[src/rtl/adder_rr_arbiter.sv]
// adder_rr_arbiter
// Shares one registered WIDTH-bit adder between NUM_REQ requesters.
// A rotating priority pointer picks one requester per cycle, and the
// sum, carry and winner id land in a single-entry output register
// that honours consumer backpressure.

module adder_rr_arbiter #(
   parameter  int NUM_REQ = 4,
   parameter  int WIDTH   = 8,
   parameter  int CNT_W   = 16,
   localparam int IDW     = $clog2(NUM_REQ)
) (
   input  logic                     clk,
   input  logic                     rst,
   input  logic                     ena,
   input  logic [NUM_REQ-1:0]       req_valid,
   input  logic [NUM_REQ*WIDTH-1:0] req_a,
   input  logic [NUM_REQ*WIDTH-1:0] req_b,
   output logic [NUM_REQ-1:0]       req_ready,
   output logic                     rsp_valid,
   input  logic                     rsp_ready,
   output logic [WIDTH-1:0]         rsp_sum,
   output logic                     rsp_carry,
   output logic [IDW-1:0]           rsp_id,
   output logic [CNT_W-1:0]         grant_count,
   output logic                     busy
);

   // Round-robin pointer: the requester searched first on the next grant.
   logic [IDW-1:0]   ptr;
   logic [IDW-1:0]   ptr_next;

   // Winner of the rotating search and its operands.
   logic             win_found;
   logic [IDW-1:0]   win_id;
   logic [WIDTH-1:0] win_a;
   logic [WIDTH-1:0] win_b;
   logic [WIDTH:0]   sum_ext;

   // The output slot can take a new result when empty or being drained.
   logic             slot_free;
   logic             grant;

   assign slot_free = !rsp_valid || rsp_ready;
   assign grant     = ena && slot_free && win_found;
   assign busy      = rsp_valid;

   // Search ptr, ptr+1, ... modulo NUM_REQ for the first valid requester.
   always_comb begin
      int idx;
      win_found = 1'b0;
      win_id    = '0;
      win_a     = '0;
      win_b     = '0;
      idx       = 0;
      for (int k = 0; k < NUM_REQ; k++) begin
         idx = int'(ptr) + k;
         if (idx >= NUM_REQ) begin
            idx = idx - NUM_REQ;
         end
         if (!win_found && req_valid[idx]) begin
            win_found = 1'b1;
            win_id    = IDW'(idx);
            win_a     = req_a[idx*WIDTH +: WIDTH];
            win_b     = req_b[idx*WIDTH +: WIDTH];
         end
      end
   end

   // One-hot ready for the winner only when a grant actually happens.
   always_comb begin
      req_ready = '0;
      if (grant) begin
         req_ready[win_id] = 1'b1;
      end
   end

   // Full-width sum so the carry-out is reported rather than lost, and the
   // pointer step that wraps at NUM_REQ even when it is not a power of two.
   always_comb begin
      sum_ext = {1'b0, win_a} + {1'b0, win_b};
      if (win_id == IDW'(NUM_REQ - 1)) begin
         ptr_next = '0;
      end else begin
         ptr_next = win_id + 1'b1;
      end
   end

   // Result register, pointer and grant counter; drain clears valid only.
   always_ff @(posedge clk or posedge rst) begin
      if (rst) begin
         rsp_valid   <= 1'b0;
         rsp_sum     <= '0;
         rsp_carry   <= 1'b0;
         rsp_id      <= '0;
         grant_count <= '0;
         ptr         <= '0;
      end else if (grant) begin
         rsp_valid   <= 1'b1;
         {rsp_carry, rsp_sum} <= sum_ext;
         rsp_id      <= win_id;
         grant_count <= grant_count + 1'b1;
         ptr         <= ptr_next;
      end else if (rsp_valid && rsp_ready) begin
         rsp_valid   <= 1'b0;
      end
   end

endmodule

[config.mk]
export PLATFORM = sky130hd
export DESIGN_NAME = adder_rr_arbiter
export DESIGN_NICKNAME = d
export VERILOG_FILES = /design/src/rtl/adder_rr_arbiter.sv
export SDC_FILE = /design/constraint.sdc
export NUM_CORES = 1
export LEC_CHECK = 0
export BUFFER_PORTS_ARGS = -buffer_cell sky130_fd_sc_hd__buf_2
export CORE_UTILIZATION = 50
export DETAILED_ROUTE_END_ITERATION = 12
export PLACE_DENSITY_LB_ADDON = 0.12
export SLEW_MARGIN = 20
export SYNTH_ARGS = -nofsm -noshare
export SYNTH_HDL_FRONTEND = slang
export SYNTH_SLANG_ARGS = --single-unit
[constraint.sdc]
create_clock -name clk -period 6.5 [get_ports clk]
set_input_delay 0 -clock clk [delete_from_list [all_inputs] [get_ports clk]]
set_output_delay 0 -clock clk [all_outputs]
set_load 0.05 [all_outputs]
After elaboration in Yosys (flattened, before gate mapping) --
Index checks and enable logic that the tools add are counted.
Storage, ports and cells: bits in registers 30, output and inout port bits 33, input port bits 72, word-level logic and storage cells 86
Operators by class: equal/unequal tests 1, order comparisons 10, reductions and logical operators 13, shifts and indexed selects 8, muxes and demuxes 38, add/subtract/negate cells 10
Operators with widths (number):
- variable part select 32 x 32 -> 8 bit | 8
- less-than comparator 32 x 4 -> 1 bit, second input constant | 4
- 2-to-1 mux 32 bit | 4
- 2-to-1 mux 8 bit | 8
- adder 16 x 1 -> 16 bit, second input constant | 1
- 2-to-1 mux 1 bit | 15
- subtractor 3 x 3 -> 4 bit, second input constant | 3
- 2-to-1 mux 2 bit | 5
- adder 8 x 8 -> 9 bit | 1
- >= comparator 3 bit, second input constant | 3
- binary-select mux 1 bit (select 2 bit) | 4
- logical AND 1 bit | 7
- adder 2 x 2 -> 3 bit, second input constant | 2
- zero test 1 bit | 4
- 2-to-1 mux 4 bit | 1
- subtractor 2 x 3 -> 4 bit, second input constant | 1
- adder 2 x 1 -> 3 bit, second input constant | 1
- >= comparator 2 x 3 -> 1 bit, second input constant | 1
- less-than comparator 2 x 3 -> 1 bit, second input constant | 1
- adder 2 x 1 -> 2 bit, second input constant | 1
- demux 1 bit (select 2 bit) | 1
- equality test 2 bit, second input constant | 1
- >= comparator 2 x 1 -> 1 bit, second input constant | 1
- nonzero test 2 bit | 1
- logical OR 1 bit | 1

Longest topological paths before layout --
word-level depth 20, depth in mapped cells 20, depth with buffers taken out 17

Worst setup path before layout --
Ideal clock, no wire load.
kind register to register, start point register ptr[0], end point register rsp_sum[6], setup time 0.121 ns, path buffers 4, clock period less this slack 4.270 ns, arrival time 4.149 ns, cell stages (with the launch flop) 20, setup slack 2.230 ns, required time 6.379 ns, cells stage by stage dfrtp_1 -> buf_6 -> buf_2 -> buf_2 -> inv_1 -> ha_1 -> mux4_2 -> nand2b_2 -> buf_6 -> a211o_4 -> o2bb2ai_1 -> ha_1 -> inv_1 -> fa_1 -> nor2b_1 -> o31a_1 -> o21ai_0 -> a21oi_1 -> nor2_1 -> a22o_1
On the way: word-level cells in the longest chain between the ends 16, elaborated cells on any way between the ends 55, classes of those cells 8 x add/sub; 4 x order compare; 8 x shift; 28 x mux; 7 x reduce/logical
RTL lines:
- from (decl) | line 30 | logic [IDW-1:0] ptr;
- from (signal assigned) | line 103 | ptr <= ptr_next;
- branches (longest 16 deep; another with subtractor 3 x 3 -> 4 bit)
- to (signal assigned) | line 100 | {rsp_carry, rsp_sum} <= sum_ext;
- to (decl) | line 22 | output logic [WIDTH-1:0] rsp_sum,
Parallel ways; which one is timed is not known. The select of a mux whose other input is x is not followed. A chain may end at the register's enable or synchronous reset.

Worst setup path in the final report --
start point register ptr[1], end point register rsp_sum[6]
The elaborated chain is that of the path after synthesis.

==> flow_results.xml <==
<?xml version="1.0" encoding="UTF-8"?>
<metrics>
  <group name="synthesis">
    <metric name="synth_fp_nets" unit="">513</metric>
    <metric name="synth_adder_area_share" unit="%">6.098</metric>
    <metric name="synthesis.instances" unit="">422</metric>
    <metric name="synth.lib_cells_used.distinct" unit="">49</metric>
    <metric name="ys_seq_area_share" unit="%">18.67</metric>
    <metric name="synth.avg_cell_area" unit="µm²">9.529</metric>
    <metric name="postSynth.asyncResetShare" unit="%">100.0</metric>
    <metric name="ys_ff_latch" unit="">30</metric>
    <metric name="ys_warn_count" unit="">0</metric>
    <metric name="synth_enable_flop_cells" unit="">0</metric>
    <metric name="synthSimpleGateAreaFrac" unit="%">11.54</metric>
    <metric name="synth.cell_area" unit="µm²">4021</metric>
    <metric name="synthXorXnorAreaFrac" unit="%">4.138</metric>
    <metric name="yosys_most_used_dff" unit="">sky130_fd_sc_hd__dfrtp_1</metric>
    <metric name="post_synth_mux_area_share" unit="%">30.58</metric>
    <metric name="compound_gate_portion_of_the_synthesized_area" unit="%">22.09</metric>
    <metric name="main_combinational_cell_family_by_area_after_synthesis" unit="">multiplexers</metric>
  </group>
  <group name="cts">
    <metric name="clock_latency_of_the_later_clocked_register_in_the_worst_skew_pair" unit="ps">270</metric>
    <metric name="ctsHtreeMaxLevel" unit="">2</metric>
    <metric name="cts_setup_buffers" unit="">0</metric>
    <metric name="cts_repair_resize_count" unit="">0</metric>
    <metric name="clock-sinks" unit="">30</metric>
    <metric name="clk_pin_slew_worst_paths" unit="ps">60</metric>
    <metric name="max-clock-path-buffers" unit="">2</metric>
    <metric name="cts_tree" unit="">yes</metric>
    <metric name="hold_buffers" unit="">2</metric>
    <metric name="clock_tree.root_cell" unit="">sky130_fd_sc_hd__clkbuf_8</metric>
    <metric name="tritoncts.num_buffers" unit="">5</metric>
  </group>
  <group name="drt">
    <metric name="antenna_violating_nets_post_route" unit="">0</metric>
    <metric name="drt_iter0_drc" unit="">109</metric>
    <metric name="routed_wirelength" unit="mm">8.970</metric>
    <metric name="drc" unit="">0</metric>
    <metric name="drtPass1Iterations" unit="">4</metric>
    <metric name="routed_wire_length_per_instance" unit="µm">14.70</metric>
    <metric name="num_vias" unit="">3529</metric>
    <metric name="via_density_per_instance" unit="">5.785</metric>
  </group>
  <group name="worst_setup_path">
    <metric name="startpoint_type" unit="">register</metric>
    <metric name="cpMaxStageDelayCell" unit="">sky130_fd_sc_hd__mux4_2</metric>
    <metric name="r2r.worst_path.cells" unit="">17</metric>
    <metric name="crit_path_start" unit="">ptr[1]</metric>
    <metric name="regToRegStartpoint" unit="">ptr[1]</metric>
    <metric name="path_common_cell" unit="">sky130_fd_sc_hd__buf_4</metric>
    <metric name="sort_of_element_at_the_end_of_the_critical_path" unit="">register</metric>
    <metric name="worst-setup-path-type" unit="">register to register</metric>
    <metric name="worst_path_bufs_invs" unit="">4</metric>
    <metric name="timing.critical_path.depth" unit="">17</metric>
    <metric name="crit_path_max_fanout" unit="">38</metric>
    <metric name="timing.critical_path.required" unit="ps">6660</metric>
    <metric name="worst-endpoint-arrival" unit="ps">5530</metric>
    <metric name="series_of_cell_instances_along_the_critical_path" unit="">buf_4, inv_2, ha_2, buf_4, mux4_2, nand2b_2, a211o_4, o2bb2ai_1, ha_1, inv_1, fa_1, nor2b_1, o31a_1, o21ai_0, a21oi_1, nor2_1, a22o_1</metric>
    <metric name="worst_path_largest_cell_delay" unit="ps">650</metric>
    <metric name="critical_path.top_delay_family" unit="">compound AO/OA/AOI/OAI gates</metric>
  </group>
  <group name="floorplanning">
    <metric name="floorplan.initialDensity" unit="%">51.77</metric>
    <metric name="core-area" unit="µm²">7767</metric>
    <metric name="die-area" unit="µm²">8405</metric>
    <metric name="number_of_rows_in_the_core_area" unit="">32</metric>
    <metric name="fp.dieH" unit="µm">91.68</metric>
    <metric name="chipWidth" unit="µm">91.68</metric>
    <metric name="top_level_i_o_count" unit="">105</metric>
  </group>
  <group name="sta">
    <metric name="finalHoldViolCount" unit="">0</metric>
    <metric name="final_min_period_over_clock_period" unit="%">82.62</metric>
    <metric name="final_period_minus_worst_setup_slack" unit="ps">5370</metric>
    <metric name="timing.slew.headroom" unit="%">36.82</metric>
    <metric name="holdWs" unit="ps">38.04</metric>
    <metric name="setup_viol_count_final" unit="">0</metric>
    <metric name="fin_skew" unit="ps">5.766</metric>
    <metric name="slew_viol_final" unit="">0</metric>
    <metric name="rsz0062_at_grt" unit="">no</metric>
    <metric name="setup-tns-final" unit="ps">0</metric>
    <metric name="achievable-frequency" unit="MHz">186.2</metric>
    <metric name="worst-slew-pin-transition" unit="ps">947.7</metric>
  </group>
  <group name="grt">
    <metric name="number_of_antenna_violations_at_the_first_check_in_global_routing" unit="">0</metric>
    <metric name="gr-usage-all-layers" unit="%">22.18</metric>
    <metric name="wire_length_of_the_first_global_routing_pass" unit="mm">15.48</metric>
    <metric name="grt-ovfl-total" unit="">0</metric>
    <metric name="first_global_vias" unit="">3326</metric>
    <metric name="grt_start_max_net_pins" unit="">76</metric>
  </group>
  <group name="min_path">
    <metric name="hold_path_class" unit="">input port to register</metric>
    <metric name="min-delay-start" unit="">rsp_ready</metric>
    <metric name="min_delay_path_depth" unit="">3</metric>
  </group>
  <group name="layout">
    <metric name="filler_cell_count" unit="">720</metric>
    <metric name="areaGrowthSynthToFinish" unit="%">15.25</metric>
    <metric name="nNetsFinal" unit="">598</metric>
    <metric name="num_antenna_cells" unit="">0</metric>
    <metric name="fraction_of_layout_cells_with_a_size_suffix_above_1" unit="%">40.75</metric>
    <metric name="layout.cell_area.non_filler" unit="µm²">4634</metric>
  </group>
  <group name="run_status">
    <metric name="run_status" unit="">completed</metric>
  </group>
  <group name="place">
    <metric name="buffer_ports.inserted" unit="">104</metric>
    <metric name="dpl-instance-area" unit="µm²">4523</metric>
    <metric name="post-dp-hpwl" unit="mm">6.797</metric>
    <metric name="gp_congestion" unit="">0.8172</metric>
  </group>
  <group name="flow_run">
    <metric name="cap_violations" unit="">0</metric>
  </group>
</metrics>
-- Yosys cell counts (all sizes together), types with 2 or more instances --
cell | number | area [µm²]
nor2 | 52 | 195.2
a21oi | 41 | 209.0
mux2 | 37 | 424.2
mux4 | 32 | 720.7
dfrtp | 30 | 750.7
inv | 27 | 101.3
nand2 | 25 | 93.84
buf | 18 | 126.4
ha | 18 | 225.2
a221o | 16 | 160.2
o21ai | 16 | 83.83
o21bai | 15 | 112.6
o2bb2ai | 14 | 185.2
clkbuf | 13 | 48.80
xor2 | 10 | 87.58
xnor2 | 9 | 78.83
nand3 | 7 | 35.03
mux2i | 6 | 85.08
and2 | 5 | 31.28
nand2b | 4 | 27.53
nor2b | 3 | 18.77
nor3 | 3 | 15.01
nand4 | 2 | 12.51
nor4 | 2 | 12.51
o21a | 2 | 15.01
o32ai | 2 | 32.53
-- worst reg2reg max path, cell delays in order, from the launching register on --
cell                        delay [ps]
sky130_fd_sc_hd__dfrtp_1           330
sky130_fd_sc_hd__buf_4             360
sky130_fd_sc_hd__inv_2             310
sky130_fd_sc_hd__ha_2              410
sky130_fd_sc_hd__buf_4             450
sky130_fd_sc_hd__mux4_2            670
sky130_fd_sc_hd__nand2b_2          390
sky130_fd_sc_hd__a211o_4           520
sky130_fd_sc_hd__o2bb2ai_1         200
sky130_fd_sc_hd__ha_1              200
sky130_fd_sc_hd__inv_1              60
sky130_fd_sc_hd__fa_1              390
sky130_fd_sc_hd__nor2b_1           190
sky130_fd_sc_hd__o31a_1            170
sky130_fd_sc_hd__o21ai_0           120
sky130_fd_sc_hd__a21oi_1           210
sky130_fd_sc_hd__nor2_1             60
sky130_fd_sc_hd__a22o_1            220
-- flip-flops by register name, summed over array words and instances, names as in the netlist --
name,cells
busy,1
grant_count,16
ptr,2
rsp_carry,1
rsp_id,2
rsp_sum,8
-- layout by cell type, fill, tap and decap left out, types with 2 or more instances in the layout --
cell / instances
sky130_fd_sc_hd__a21oi_1: 40
sky130_fd_sc_hd__a221o_1: 16
sky130_fd_sc_hd__and2_1: 5
sky130_fd_sc_hd__buf_2: 104
sky130_fd_sc_hd__buf_4: 3
sky130_fd_sc_hd__clkbuf_8: 6
sky130_fd_sc_hd__dfrtp_1: 29
sky130_fd_sc_hd__dlygate4sd3_1: 2
sky130_fd_sc_hd__ha_1: 17
sky130_fd_sc_hd__inv_1: 25
sky130_fd_sc_hd__inv_2: 2
sky130_fd_sc_hd__mux2_2: 35
sky130_fd_sc_hd__mux2_4: 2
sky130_fd_sc_hd__mux2i_1: 4
sky130_fd_sc_hd__mux2i_4: 2
sky130_fd_sc_hd__mux4_2: 32
sky130_fd_sc_hd__nand2_1: 25
sky130_fd_sc_hd__nand2b_1: 3
sky130_fd_sc_hd__nand3_1: 7
sky130_fd_sc_hd__nand4_1: 2
sky130_fd_sc_hd__nor2_1: 51
sky130_fd_sc_hd__nor2b_1: 3
sky130_fd_sc_hd__nor3_1: 3
sky130_fd_sc_hd__nor4_1: 2
sky130_fd_sc_hd__o21a_1: 2
sky130_fd_sc_hd__o21ai_0: 15
sky130_fd_sc_hd__o21bai_1: 15
sky130_fd_sc_hd__o2bb2ai_1: 4
sky130_fd_sc_hd__o2bb2ai_2: 10
sky130_fd_sc_hd__o32ai_2: 2
sky130_fd_sc_hd__xnor2_1: 9
sky130_fd_sc_hd__xor2_1: 10
-- area by class of cell --
class | instances | area, µm² | area share (%)
multi-input combinational | 334 | 2999 | 64.71
sequential | 30 | 752.0 | 16.23
timing repair buffer | 109 | 563.0 | 12.15
tap | 102 | 127.6 | 2.754
inverter | 27 | 101.3 | 2.187
clock buffer | 7 | 86.33 | 1.863
clock inverter | 1 | 5.005 | 0.1080
-- cell families after synthesis --
kind of cell / Yosys count
xor+xnor: 19
mux: 75
compound gates: 115
buf+inv: 58
simple gates: 106
flops: 30
fa+ha+maj: 19
-- metrics by stage --
step | utilization [%] | instances | setup slack, ps
CTS | 59.66 | 610 | 1108
global route | 59.66 | 610 | 756.4
detailed placement | 58.23 | 600 | 1108
floorplan | - | 422 | 2230
global placement | 58.20 | 600 | 1322
finish | 59.66 | 610 | 1130
-- path summary, 6_finish.rpt --
check	slack [ps]	end
setup / recovery	1130	rsp_sum[6]
hold / removal	40	busy
setup reg to reg	1130	rsp_sum[6]
hold reg to reg	470	grant_count[15]
max in group asynchronous	5710	ptr[0]
min in group asynchronous	350	grant_count[2]
-- per-layer routing --
metal	vias to the layer above	wire, µm	GRT usage (%)
li1	1743	-	-
met1	1691	4331	31.20
met2	89	4278	37.47
met3	6	303	1.575
met4	0	56	4.762
met5	-	0	0
Power is left out: the tool's default activity adds up to more than one toggle a clock period on the data nets, which glitch-free logic cannot reach.
